--- src/rtl/genius_pkg.sv ---
// Shared state codes, control-word layout and output decode for the game controller.
// The display/debug logic reads the same state codes from here.
package genius_pkg;

  localparam logic [2:0] ST_INIT       = 3'd0;
  localparam logic [2:0] ST_SETUP      = 3'd1;
  localparam logic [2:0] ST_PLAY_FPGA  = 3'd2;
  localparam logic [2:0] ST_PLAY_USER  = 3'd3;
  localparam logic [2:0] ST_CHECK      = 3'd4;
  localparam logic [2:0] ST_NEXT_ROUND = 3'd5;
  localparam logic [2:0] ST_ROUND_CHK  = 3'd6;
  localparam logic [2:0] ST_RESULT     = 3'd7;

  typedef enum logic [2:0] {
    INIT       = ST_INIT,
    SETUP      = ST_SETUP,
    PLAY_FPGA  = ST_PLAY_FPGA,
    PLAY_USER  = ST_PLAY_USER,
    CHECK      = ST_CHECK,
    NEXT_ROUND = ST_NEXT_ROUND,
    ROUND_CHK  = ST_ROUND_CHK,
    RESULT     = ST_RESULT
  } state_t;

  typedef struct packed {
    logic r1;
    logic r2;
    logic e1;
    logic e2;
    logic e3;
    logic e4;
    logic sel;
  } ctrl_t;

  localparam ctrl_t CTRL_IDLE = '0;

  // Moore decode: every control output is a pure function of the state.
  function automatic ctrl_t decode_ctrl(input state_t s);
    ctrl_t c;
    c = CTRL_IDLE;
    case (s)
      INIT:       begin c.r1 = 1'b1; c.r2 = 1'b1; end
      SETUP:      c.e1 = 1'b1;
      PLAY_FPGA:  c.e3 = 1'b1;
      PLAY_USER:  c.e2 = 1'b1;
      NEXT_ROUND: begin c.e4 = 1'b1; c.r2 = 1'b1; end
      RESULT:     c.sel = 1'b1;
      default:    c = CTRL_IDLE;
    endcase
    return c;
  endfunction

endpackage

--- src/rtl/controller_if.sv ---
// Control/status bundle between the game controller (master) and the datapath (slave).
interface controller_if;

  logic       enter_n;
  logic       end_FPGA;
  logic       end_User;
  logic       end_time;
  logic       win;
  logic       match;

  logic       R1;
  logic       R2;
  logic       E1;
  logic       E2;
  logic       E3;
  logic       E4;
  logic       SEL;
  logic [2:0] state_o;

  modport master (
    input  enter_n, end_FPGA, end_User, end_time, win, match,
    output R1, R2, E1, E2, E3, E4, SEL, state_o
  );

  modport slave (
    output enter_n, end_FPGA, end_User, end_time, win, match,
    input  R1, R2, E1, E2, E3, E4, SEL, state_o
  );

endinterface

--- src/rtl/key_press_detect.sv ---
// Two-flop synchroniser plus falling-edge detector for an active-low pushbutton.
// Produces a registered one-cycle press pulse three clocks after the key falls.
module key_press_detect (
  input  logic CLOCK_50,
  input  logic reset_n,
  input  logic key_n,
  output logic press
);

  logic       sync0_q;
  logic       sync1_q;
  logic       prev_q;
  logic [2:0] valid_q;

  // valid_q marks when prev_q holds a real key sample rather than its reset
  // value, so a key held down across reset release never looks like a fall.
  // NOTE: sequential state uses non-blocking assignments so every flop samples
  // the pre-edge value of its neighbour; blocking here would collapse the chain.
  always_ff @(posedge CLOCK_50 or negedge reset_n) begin
    if (!reset_n) begin
      sync0_q <= 1'b1;
      sync1_q <= 1'b1;
      prev_q  <= 1'b1;
      valid_q <= '0;
      press   <= 1'b0;
    end else begin
      sync0_q <= key_n;
      sync1_q <= sync0_q;
      prev_q  <= sync1_q;
      valid_q <= {valid_q[1:0], 1'b1};
      press   <= valid_q[2] & prev_q & ~sync1_q;
    end
  end

endmodule

--- src/rtl/controller.sv ---
// Moore FSM sequencing setup, FPGA playback, user entry, checking and results.
// Control outputs are registered from the next state so they align with state_o.
module controller
  import genius_pkg::*;
(
  input  logic            CLOCK_50,
  input  logic            reset_n,
  controller_if.master    bus
);

  logic   press;
  state_t state_q;
  state_t state_d;
  ctrl_t  ctrl_q;

  key_press_detect u_kpd (
    .CLOCK_50 (CLOCK_50),
    .reset_n  (reset_n),
    .key_n    (bus.enter_n),
    .press    (press)
  );

  // NOTE: state_d gets a default before the case so no path leaves it
  // unassigned; otherwise synthesis would infer a latch.
  always_comb begin
    state_d = state_q;
    case (state_q)
      INIT:       state_d = SETUP;
      SETUP:      if (press) state_d = PLAY_FPGA;
      PLAY_FPGA:  if (bus.end_FPGA) state_d = PLAY_USER;
      PLAY_USER: begin
        if (bus.end_time)      state_d = RESULT;
        else if (bus.end_User) state_d = CHECK;
      end
      CHECK:      state_d = bus.match ? NEXT_ROUND : RESULT;
      NEXT_ROUND: state_d = ROUND_CHK;
      ROUND_CHK:  state_d = bus.win ? RESULT : PLAY_FPGA;
      RESULT:     if (press) state_d = INIT;
      default:    state_d = INIT;
    endcase
  end

  always_ff @(posedge CLOCK_50 or negedge reset_n) begin
    if (!reset_n) begin
      state_q <= INIT;
      ctrl_q  <= decode_ctrl(INIT);
    end else begin
      state_q <= state_d;
      ctrl_q  <= decode_ctrl(state_d);
    end
  end

  assign bus.R1      = ctrl_q.r1;
  assign bus.R2      = ctrl_q.r2;
  assign bus.E1      = ctrl_q.e1;
  assign bus.E2      = ctrl_q.e2;
  assign bus.E3      = ctrl_q.e3;
  assign bus.E4      = ctrl_q.e4;
  assign bus.SEL     = ctrl_q.sel;
  assign bus.state_o = state_q;

endmodule

--- src/flat_wrapper.sv ---
// flat-port wrapper written by rule: the top's interface ports become plain ports
module controller_flat import genius_pkg::*;
  (CLOCK_50, reset_n, bus_enter_n, bus_end_FPGA, bus_end_User, bus_end_time, bus_win, bus_match, bus_R1, bus_R2, bus_E1, bus_E2, bus_E3, bus_E4, bus_SEL, bus_state_o);
  controller_if bus_i ();
  input  logic CLOCK_50;
  input  logic reset_n;
  input wire logic [$bits(bus_i.enter_n)-1:0] bus_enter_n;
  input wire logic [$bits(bus_i.end_FPGA)-1:0] bus_end_FPGA;
  input wire logic [$bits(bus_i.end_User)-1:0] bus_end_User;
  input wire logic [$bits(bus_i.end_time)-1:0] bus_end_time;
  input wire logic [$bits(bus_i.win)-1:0] bus_win;
  input wire logic [$bits(bus_i.match)-1:0] bus_match;
  output wire logic [$bits(bus_i.R1)-1:0] bus_R1;
  output wire logic [$bits(bus_i.R2)-1:0] bus_R2;
  output wire logic [$bits(bus_i.E1)-1:0] bus_E1;
  output wire logic [$bits(bus_i.E2)-1:0] bus_E2;
  output wire logic [$bits(bus_i.E3)-1:0] bus_E3;
  output wire logic [$bits(bus_i.E4)-1:0] bus_E4;
  output wire logic [$bits(bus_i.SEL)-1:0] bus_SEL;
  output wire logic [$bits(bus_i.state_o)-1:0] bus_state_o;
  assign bus_i.enter_n = bus_enter_n;
  assign bus_i.end_FPGA = bus_end_FPGA;
  assign bus_i.end_User = bus_end_User;
  assign bus_i.end_time = bus_end_time;
  assign bus_i.win = bus_win;
  assign bus_i.match = bus_match;
  assign bus_R1 = bus_i.R1;
  assign bus_R2 = bus_i.R2;
  assign bus_E1 = bus_i.E1;
  assign bus_E2 = bus_i.E2;
  assign bus_E3 = bus_i.E3;
  assign bus_E4 = bus_i.E4;
  assign bus_SEL = bus_i.SEL;
  assign bus_state_o = bus_i.state_o;
  controller u_core (.CLOCK_50(CLOCK_50), .reset_n(reset_n), .bus(bus_i));
endmodule
--- config.mk ---
export PLATFORM = sky130hd
export DESIGN_NAME = controller_flat
export DESIGN_NICKNAME = d
export VERILOG_FILES = /design/src/rtl/genius_pkg.sv /design/src/rtl/controller_if.sv /design/src/rtl/key_press_detect.sv /design/src/rtl/controller.sv /design/src/flat_wrapper.sv
export SDC_FILE = /design/constraint.sdc
export NUM_CORES = 1
export LEC_CHECK = 0
export ABC_AREA = 1
export CELL_PAD_IN_SITES_DETAIL_PLACEMENT = 1
export CELL_PAD_IN_SITES_GLOBAL_PLACEMENT = 2
export CORE_UTILIZATION = 30
export DETAILED_ROUTE_END_ITERATION = 16
export GPL_TIMING_DRIVEN = 0
export PLACE_DENSITY_LB_ADDON = 0.1
export SLEW_MARGIN = 25
export SYNTH_ARGS = -nofsm -noshare
export SYNTH_HDL_FRONTEND = slang
export SYNTH_SLANG_ARGS = --single-unit
export TNS_END_PERCENT = 5
--- constraint.sdc ---
create_clock -name CLOCK_50 -period 2.02 [get_ports CLOCK_50]
set_input_delay 0.303 -clock CLOCK_50 [delete_from_list [all_inputs] [get_ports CLOCK_50]]
set_output_delay 0.303 -clock CLOCK_50 [all_outputs]
set_load 0.05 [all_outputs]
### Word level (Yosys, flattened, before mapping)

Index checks and enable logic that the tools add are counted.

| word-level totals | value |
|---|---|
| register bits | 17 |
| input bits | 8 |
| output and inout port bits | 10 |

| cells by class | value |
|---|---|
| eq/ne operators | 12 |
| mux-type cells | 15 |
| bitwise gates (word level) | 3 |
| reduce and logical (&&, ||, !) cells | 3 |

Operators with widths:

| operator | count |
|---|---|
| 3-bit one-hot mux with 8 select lines | 1 |
| 3-bit equality test, second input constant | 6 |
| 3-bit 2-to-1 mux | 6 |
| 3-bit by 2-bit equality test with 1-bit output, second input constant | 4 |
| 1-bit 2-to-1 mux | 7 |
| 3-bit by 1-bit equality test with 1-bit output, second input constant | 2 |
| 3-bit zero test | 2 |
| 1-bit AND | 2 |
| 2-bit 2-to-1 mux | 1 |
| 2-bit OR reduction | 1 |
| 1-bit inverter | 1 |

### Logic depth before layout (Yosys ltp)

Gate-level depths: netlist (run 1).

| depth | value |
|---|---|
| depth after elaboration | 6 |
| gate-level depth with buffers | 9 |
| depth with buffers taken out | 8 |

### Hierarchy

A second synthesis (run 1) with hierarchy kept.

| second synthesis, totals | value |
|---|---|
| cell total of the unflattened synthesis | 70 |
| area, all modules | 688.2 um2 |

Modules (own cells, without submodules):

| module | times used | cells each | area an instance (um2) | seq. area each (um2) |
|---|---|---|---|---|
| controller | 1 | 60 | 495.5 | 252.7 |
| key_press_detect | 1 | 10 | 192.7 | 178.9 |

### Least setup slack after synthesis (run 1)

No wires, ideal clock.

| path | value |
|---|---|
| path type | register -> register |
| start point | register u_core.state_q[2], in the netlist u_core.bus.state_o[2] |
| end point | register u_core.ctrl_q (netlist bit u_core.bus.R2) |
| library setup time | 61 ps |
| arrival | 1317 ps |
| data required time | 1959 ps |
| path slack | 642 ps |
| cell stages (with the launch flop) | 10 |
| cells stage by stage | dfrtp_1 buf_6 nand2_1 inv_1 nand3_2 nand2_2 inv_2 nand2_4 nand3_1 nand2_1 |

| between the ends | value |
|---|---|
| elaborated cells on any way between the ends | 18 |
| classes of those cells | eq/ne: 8; mux: 7; reduce/logical: 3 |

RTL lines:

| what | RTL line | text |
|---|---|---|
| start: declaration | controller.sv:12 | `state_t state_q;` |
| start signal: assignment | controller.sv:48 | `state_q <= state_d;` |
| 3-bit equality test, or another cell as far along | controller.sv:27 | `case (state_q)` |
| 3-bit one-hot mux with 8 select lines (*) | controller.sv:27 |  |
| net u_core.state_d[0] | controller.sv:13 | `state_t state_d;` |
| 3-bit equality test / 3-bit zero test (equally long branches) | genius_pkg.sv:41 | `case (s)` |
| 2-bit OR reduction (no line) (*) | - |  |
| 1-bit 2-to-1 mux (*) | genius_pkg.sv:41 |  |
| end signal: assignment | controller.sv:46 | `ctrl_q <= decode_ctrl(INIT);` |
| end signal: assignment | controller.sv:49 | `ctrl_q <= decode_ctrl(state_d);` |
| end: declaration | controller.sv:14 | `ctrl_t ctrl_q;` |

The timed path passes the listed nets; every way through them passes the cells marked *.

### Worst setup path after layout (run 1)

| path | value |
|---|---|
| start point | register u_core.ctrl_q (netlist bit u_core.bus.R1) |
| end point | output port bus_R1 |

RTL lines:

| what | RTL line | text |
|---|---|---|
| end: declaration | flat_wrapper.sv:13 | `output wire logic [$bits(bus_i.R1)-1:0] bus_R1;` |

No word-level cell between the ends.

==> results of run 1 <==
==> sequential cells by signal, summed over array words and instances, names as in the netlist <==
register / count
u_core.bus.E1: 1
u_core.bus.E2: 1
u_core.bus.E3: 1
u_core.bus.E4: 1
u_core.bus.R1: 1
u_core.bus.R2: 1
u_core.bus.SEL: 1
u_core.bus.state_o: 3
u_core.u_kpd.press: 1
u_core.u_kpd.prev_q: 1
u_core.u_kpd.sync0_q: 1
u_core.u_kpd.sync1_q: 1
u_core.u_kpd.valid_q: 3
==> final timing paths <==
kind | depth (start not counted) | slack [ps] | to
max reg2reg | 8 | 810 | u_core.bus.E2$_DFF_PN0_
max in group asynchronous | 1 | 1140 | u_core.u_kpd.valid_q[2]$_DFF_PN0_
max | 1 | 100 | bus_R1
min | 0 | 370 | u_core.u_kpd.valid_q[1]$_DFF_PN0_
min in group asynchronous | 1 | 430 | u_core.bus.state_o[0]$_DFF_PN0_
min reg2reg | 0 | 370 | u_core.u_kpd.valid_q[1]$_DFF_PN0_
==> power groups by stage <==
stage | Sequential [mW] | Combinational (mW) | Clock, mW
detailed placement | 0.504 | 0.981 | 0
CTS | 0.498 | 0.984 | 0.185
finish | 0.495 | 0.968 | 0.174
global placement | 0.501 | 0.964 | 0
floorplan | 0.763 | 0.447 | 0
global route | 0.506 | 1.05 | 0.197
==> metrics by stage <==
step,util [%],setup slack (ps),hold slack (ps),cell area [sq um]
final,42.5,96.2,366,948
after floorplan,-,642,7.41,717
after global placement,41.3,437,332,922
after CTS,42.5,72.7,369,948
after global routing,42.5,62.7,375,948
after detailed placement,41.3,411,350,922
==> synthesized netlist by cell type <==
cell / number
dfstp_2: 5
dfrtp_1: 12
nor2_4: 1
conb_1: 1
inv_1: 8
nor2_1: 8
nand3_2: 5
inv_2: 5
clkinv_2: 1
nand2_4: 1
nor3_1: 1
or2_0: 1
nand3_1: 3
buf_6: 1
nand2_2: 4
nand2_1: 15
nor2_2: 1
==> layout by cell type, fill, tap and decap left out, drive strengths merged, types with 4 or more instances in the layout <==
cell / instances
clkbuf: 4
nor2: 10
nand2: 20
inv: 13
clkdlybuf4s50: 17
nand3: 8
dfrtp: 12
dfstp: 5
==> layout make-up <==
cell class | instances | area, sq um | area share (%)
Tap cell | 28 | 35.0 | 3.69
Clock buffer | 4 | 26.3 | 2.77
Inverter | 14 | 53.8 | 5.67
Timing Repair Buffer | 17 | 170 | 17.9
Buffer | 1 | 11.3 | 1.19
Multi-Input combinational cell | 41 | 220 | 23.2
Sequential cell | 17 | 432 | 45.5
==> routing by layer <==
| layer | vias to the layer above | GRT usage [%] | wire, um |
|---|---|---|---|
| met3 | 4 | 4.76 | 79 |
| li1 | 255 | - | - |
| met1 | 239 | 16.7 | 630 |
| met5 | - | 0 | 0 |
| met2 | 12 | 18.2 | 594 |
| met4 | 0 | 5.56 | 28 |
==> cells by family (layout without fill, tap and decap cells) <==
family	count (synthesis)	in the layout	synth area share [%]
flip-flops	17	17	60.2
AND/OR/NAND/NOR	40	40	30.2
buffers and inverters	15	36	9.07
other	1	1	0.523
==> run summary, run 1 <==
The number of standard cells after synthesis is 73. The clock passes through at most 2 buffers. The synthesized netlist net count is 81. The area added between synthesis and finish is 32.3%. The source of the worst hold timing path is u_core.u_kpd.valid_q[0]$_DFF_PN0_. The number of levels in the clock H-tree came out at 1.

The number of iterations in the first detailed-routing pass is 2. The clock network fraction of total power came out at 10.6%. Measured against its own limit, the worst slew margin works out to 52.5%. CTS placed an instance of clkbuf_4 at the clock tree root. The worst setup path is captured at an output port. The number of I/O port buffers came out at 17. The maximum cell stage delay along the critical path is 800 ps. In this run, the combinational gates consume 59.1% of the power.

The height of the die came out at 50.9 um. The count of buffer and inverter cells on the critical path is 1. The critical path starts at u_core.bus.R1$_DFF_PN1_. Summed over all nets, the switching power comes to 0.806 mW.

Summing internal, switching and leakage power gives 1.64 mW. The largest fanout on the critical path came out at 1. The critical path required time is 1720 ps. The number of standard cells in the layout, taps in and fillers out came out at 122. The global placement routability congestion is 0.728. The data arrival time of the worst path came out at 1620 ps. The flow ran to the end, and the final reports show no timing, DRC or antenna violations. The pin count of the biggest net entering global routing is 18.

For this configuration, the core starts out at a cell density of 32.1%. The detail route stage leaves a number of antenna-violating nets equal to 0. The clock tree from TritonCTS is yes. The part of the Yosys area used for sequential elements came out at 60.2%.

The wire length of the first global-routing pass came out at roughly 2300 um. The critical path goes through clkdlybuf4s50_1. The maximum clock frequency is about 520 MHz. The number of top-level pins is 18. The total via count in the routed design is 510. Averaged over all synthesized cells, the footprint is 9.82 sq um.

The kind of cell with the highest combined delay along the critical path is buffers and inverters. Counting every sink on the clock net gives 17. After clock tree synthesis, the repair step resized 0 gates.

The biggest area consumer among synthesized cells is dfrtp_1. The count of cell types in the netlist came out at 17. At the pin with the least slew margin, the transition time is 710 ps. Hold repair after CTS inserted 0 buffers.

The number of antenna violations at the first check in global routing came out at 0. Subtracting the final worst setup slack from the clock period gives 1920 ps. The number of nets in the finished design is 103. The number of cells after detailed placement is roughly 120. The max-slew violation count came out at 0. The via count of the first global-routing pass came out at 508. Summed over all failing endpoints, the final setup total negative slack is 0 ps. The period utilization came out at a little over nine tenths. The final routed wire length divided by cell count is 10.9 um. The launching point of the worst reg2reg path is u_core.bus.state_o[1]$_DFF_PN0_.

Wires add up to around 1300 um. The internal portion of the total power is between 0.8 and 0.9 mW. The worst setup path is of the reg2out kind. The power density of the placed cells is 1730 nW/um^2.

The number of buffers inserted during clock tree synthesis is 3. The floorplan step defined a die boundary enclosing roughly 2600 sq um. In this run the worst hold path is classified as reg2reg. The final-report setup violation count came out at 0. At the later pin of the worst-skew pair, clock insertion delay measures approximately 290 ps. The share of layout cells above drive strength 1 is roughly 29%. The placeable core region came out at between 2000 and 2500 sq um. The top cell type by area accounts for 41.9% of the synthesized area. The leakage component of the power came out at 0.473 nW. The floorplan die width is 50.9 um. The share of total power dissipated in sequential elements is 30.3%. Clock-pin slew was measured on the worst setup and hold paths at around 90 ps. The number of vias per cell is 4.18.

The reported max-cap violation count came out at 0. Between clock sinks in the finished design, the worst skew comes to 6.15 ps. The remaining global-route overflow is 0. After detailed routing, the number of remaining DRC violations is 0.

Setup repair after global routing left no endpoint under its margin. The number of synthesized register bits came out at 17. The proportion of total power due to net switching is 49.3%. The slowest stage of the critical path is the clkdlybuf4s50_1 cell.

The HPWL after detailed placement is roughly 1000 um. For this run, the number of Yosys warnings is 0. The number of fill cells in the layout is between 200 and 300. STA classifies the critical path startpoint as a flop. The combined area of all synthesized cells came out at 717 sq um. The number of buffers inserted by post-CTS setup repair came out at 0. The repair_antennas step left the layout with diodes totalling 0. After floorplanning, the core was divided into 17 placement rows.

The highest ir drop seen on vdd came out at between 700 and 800 uV. The detailed router finished its first iteration with 2 violations. The overall fraction of global-route tracks in use is 12.6%. By area the synthesized netlist is led by dfrtp_1 42%, dfstp_2 18%, nand2_1 7.9%, nand3_2 7.0%, inv_1 4.2%. The count of final hold-check violations came out at 0.
(Power assumes the default switching activity.)
==> run 2, diff against run 1 <==
--- a/config.mk
+++ b/config.mk
@@ -8,6 +8,7 @@
 export ABC_AREA = 1
 export CELL_PAD_IN_SITES_DETAIL_PLACEMENT = 1
 export CELL_PAD_IN_SITES_GLOBAL_PLACEMENT = 2
+export CORE_MARGIN = 3
 export CORE_UTILIZATION = 30
 export DETAILED_ROUTE_END_ITERATION = 16
 export GPL_TIMING_DRIVEN = 0
==> run 2 against run 1 <==
Largest cell class unchanged. Count of clock-buffer cells in the layout down 1. Worst hold slack worse by 5.4 ps. Sequential power about the same. Critical path type unchanged. Sequential share of layout area is 0.060 points lower. Highest routed layer is now met3. Sequential cell count unchanged. Core utilization increased by 0.056 points. Setup slack better by 23 ps.
==> run summary, run 2 (synthesized netlist as in run 1, its figures left out) <==
The floorplan row count is 17. The element type at the critical path start is a flop. The number of top-level pins is 18.

The largest fanout on the critical path is 1. The total wirelength of the detailed-routed design came out at 1360 um. The remaining global-route overflow is 0. The period utilization is a little over nine tenths.

After detailed routing, the average wire length per cell comes to 11.2 um. The area added between synthesis and finish is 32.5%. The filler cells instantiated in the layout total 261. The sum of negative setup slack is 0 ps.

The number of nets in the finished design came out at 103. The via count of the first global-routing pass is slightly below 600. STA puts the critical path data arrival time at 1600 ps. Clock-pin slew was measured on the worst setup and hold paths at 90 ps.

Data on the critical path is required at its endpoint by 1720 ps. The number of buffers and inverters on the critical path is 1. Routability-driven placement finished with a final weighted congestion of 0.735. The number of buffers inserted during clock tree synthesis came out at 3. Broken down by cell family, the worst path's largest delay share belongs to buffers and inverters. The worst hold-check slack came out at 361 ps. Leaving out fill and tap cells, the most frequent cell in the layout is clkdlybuf4s50_1.

The worst setup margin came out at roughly 120 ps. The max-slew violation count is 0. The count of antenna-violating nets left after detailed routing is 0. Max-cap violations in this run came to 0. The power density of the placed cells is 1710 nW/um^2. The number of antenna violations at the first check in global routing came out at 0.

Setup repair after global routing left no endpoint under its margin. The initial cell density of the core is 32.1%. The sequential cell area is 432 sq um. The count of clock tree sinks is 17.

The count of final hold-check violations was 0. The transition time at the pin with the least slew margin came out at 727 ps. The multi-input combinational cells in the finished layout cover a total of 220 sq um. Setup violations remaining at the end of the flow were counted as 0. For this run, the total global-route usage over all layers was measured as 11.7%. Headroom to the max-slew limit came out at approximately half. The wire length of the first global-routing pass is 2430 um. The number of buffers inserted by post-CTS setup repair came out at 0. The number of inserted diodes came out at 0. The share of layout cells above drive strength 1 came out at between 20 and 30%. In the layout the commonest cells are 17 x clkdlybuf4s50_1, 15 x nand2_1, 12 x dfrtp_1. The routed design could run at a clock period as short as 1900 ps.

The wire-length estimate of the detail-placed layout is about 1100 um. STA classifies the critical path endpoint as an output port. The overall die area is 3010 sq um. The maximum cell stage delay along the critical path is 790 ps. The latest clock arrival within the worst-skew pair is around 280 ps.

Traced cell by cell, the critical path runs through clkdlybuf4s50_1. The height of the die came out at 54.9 um. The highest ir drop seen on vdd is between 800 and 900 uV. The largest individual stage delay along the critical path comes from the cell clkdlybuf4s50_1. Entering global routing, the biggest net connects 18 pins.

Between clock sinks in the finished design, the worst skew comes to 3.44 ps. The number of buffers inserted for hold repair after clock tree synthesis is 0. The count of unresolved DRC violations after routing is 0.

The number of levels in the clock H-tree is 1. The path class of the tightest hold or removal check is reg2reg. The maximum clock frequency came out at 526 MHz. The floorplan die width is 54.9 um. The maximum number of buffers from clock root to sink is 2.

The startpoint-to-endpoint class of the critical path is reg2out. Prior to clock tree synthesis, the placed netlist has a worst setup slack of around 430 ps. The root buffer cell chosen for the clock tree is clkbuf_4. The quantity of gates resized following cts is 0.

For this run, the detailed router's first-pass iteration total came to 3. TritonCTS built the clock tree. In the routed layout, each cell is associated on average with a via count of 4.22. The detailed router finished its first iteration with 5 violations. The total via count in the routed design came out at 515.

The flow ran to the end, and the final reports show no timing, DRC or antenna violations. Port buffering added 17 buffers. The leakage component of the power came out at 0.475 nW. The placeable core region is 2230 sq um.
-- run 2: cell types whose count changed in the layout (fill, tap and decap cells not counted), sizes merged --
cell    before  now
clkinv       1    2
clkbuf       4    3
-- run 2: layer usage --
| layer | track usage, % | routed length [um] | vias to the layer above |
|---|---|---|---|
| met2 | 20.1 | 702 | 11 |
| met1 | 12.7 | 568 | 249 |
| met5 | 0 | 0 | - |
| met4 | 2.49 | 0 | 0 |
| li1 | - | - | 255 |
| met3 | 5.99 | 93 | 0 |
-- run 2: power by group --
part / switching, mW / internal, mW / leakage [nW]
Sequential: 0.0520 / 0.441 / 0.201
Combinational: 0.650 / 0.313 / 0.257
Clock: 0.0974 / 0.0735 / 0.0177
-- run 2: stage by stage --
step / instance area (sq um) / utilization, % / power (mW) / cells
floorplan: 717 / - / 1.21 / 73
global placement: 922 / 41.3 / 1.47 / 118
detailed placement: 922 / 41.3 / 1.48 / 118
CTS: 950 / 42.5 / 1.66 / 122
global route: 950 / 42.5 / 1.77 / 122
finish: 950 / 42.5 / 1.63 / 122
-- run 2: final cells by class --
| class | instances | area share (%) |
|---|---|---|
| Tap cell | 28 | 3.69 |
| Clock buffer | 3 | 2.37 |
| Timing Repair Buffer | 17 | 17.9 |
| Sequential cell | 17 | 45.5 |
| Clock inverter | 1 | 0.527 |
| Buffer | 1 | 1.19 |
| Inverter | 14 | 5.67 |
| Multi-Input combinational cell | 41 | 23.2 |
-- run 2: path summary, 6_finish.rpt --
| path | slack (ps) | depth (start not counted) | endpoint | from |
|---|---|---|---|---|
| setup / recovery | 120 | 1 | bus_R1 | u_core.bus.R1$_DFF_PN1_ |
| hold / removal | 360 | 0 | u_core.u_kpd.valid_q[2]$_DFF_PN0_ | u_core.u_kpd.valid_q[1]$_DFF_PN0_ |
| setup reg to reg | 840 | 8 | u_core.bus.R2$_DFF_PN1_ | u_core.bus.state_o[2]$_DFF_PN0_ |
| hold reg to reg | 360 | 0 | u_core.u_kpd.valid_q[2]$_DFF_PN0_ | u_core.u_kpd.valid_q[1]$_DFF_PN0_ |
| max in group asynchronous | 1120 | 1 | u_core.u_kpd.valid_q[2]$_DFF_PN0_ | reset_n |
| min in group asynchronous | 450 | 1 | u_core.bus.E3$_DFF_PN0_ | reset_n |
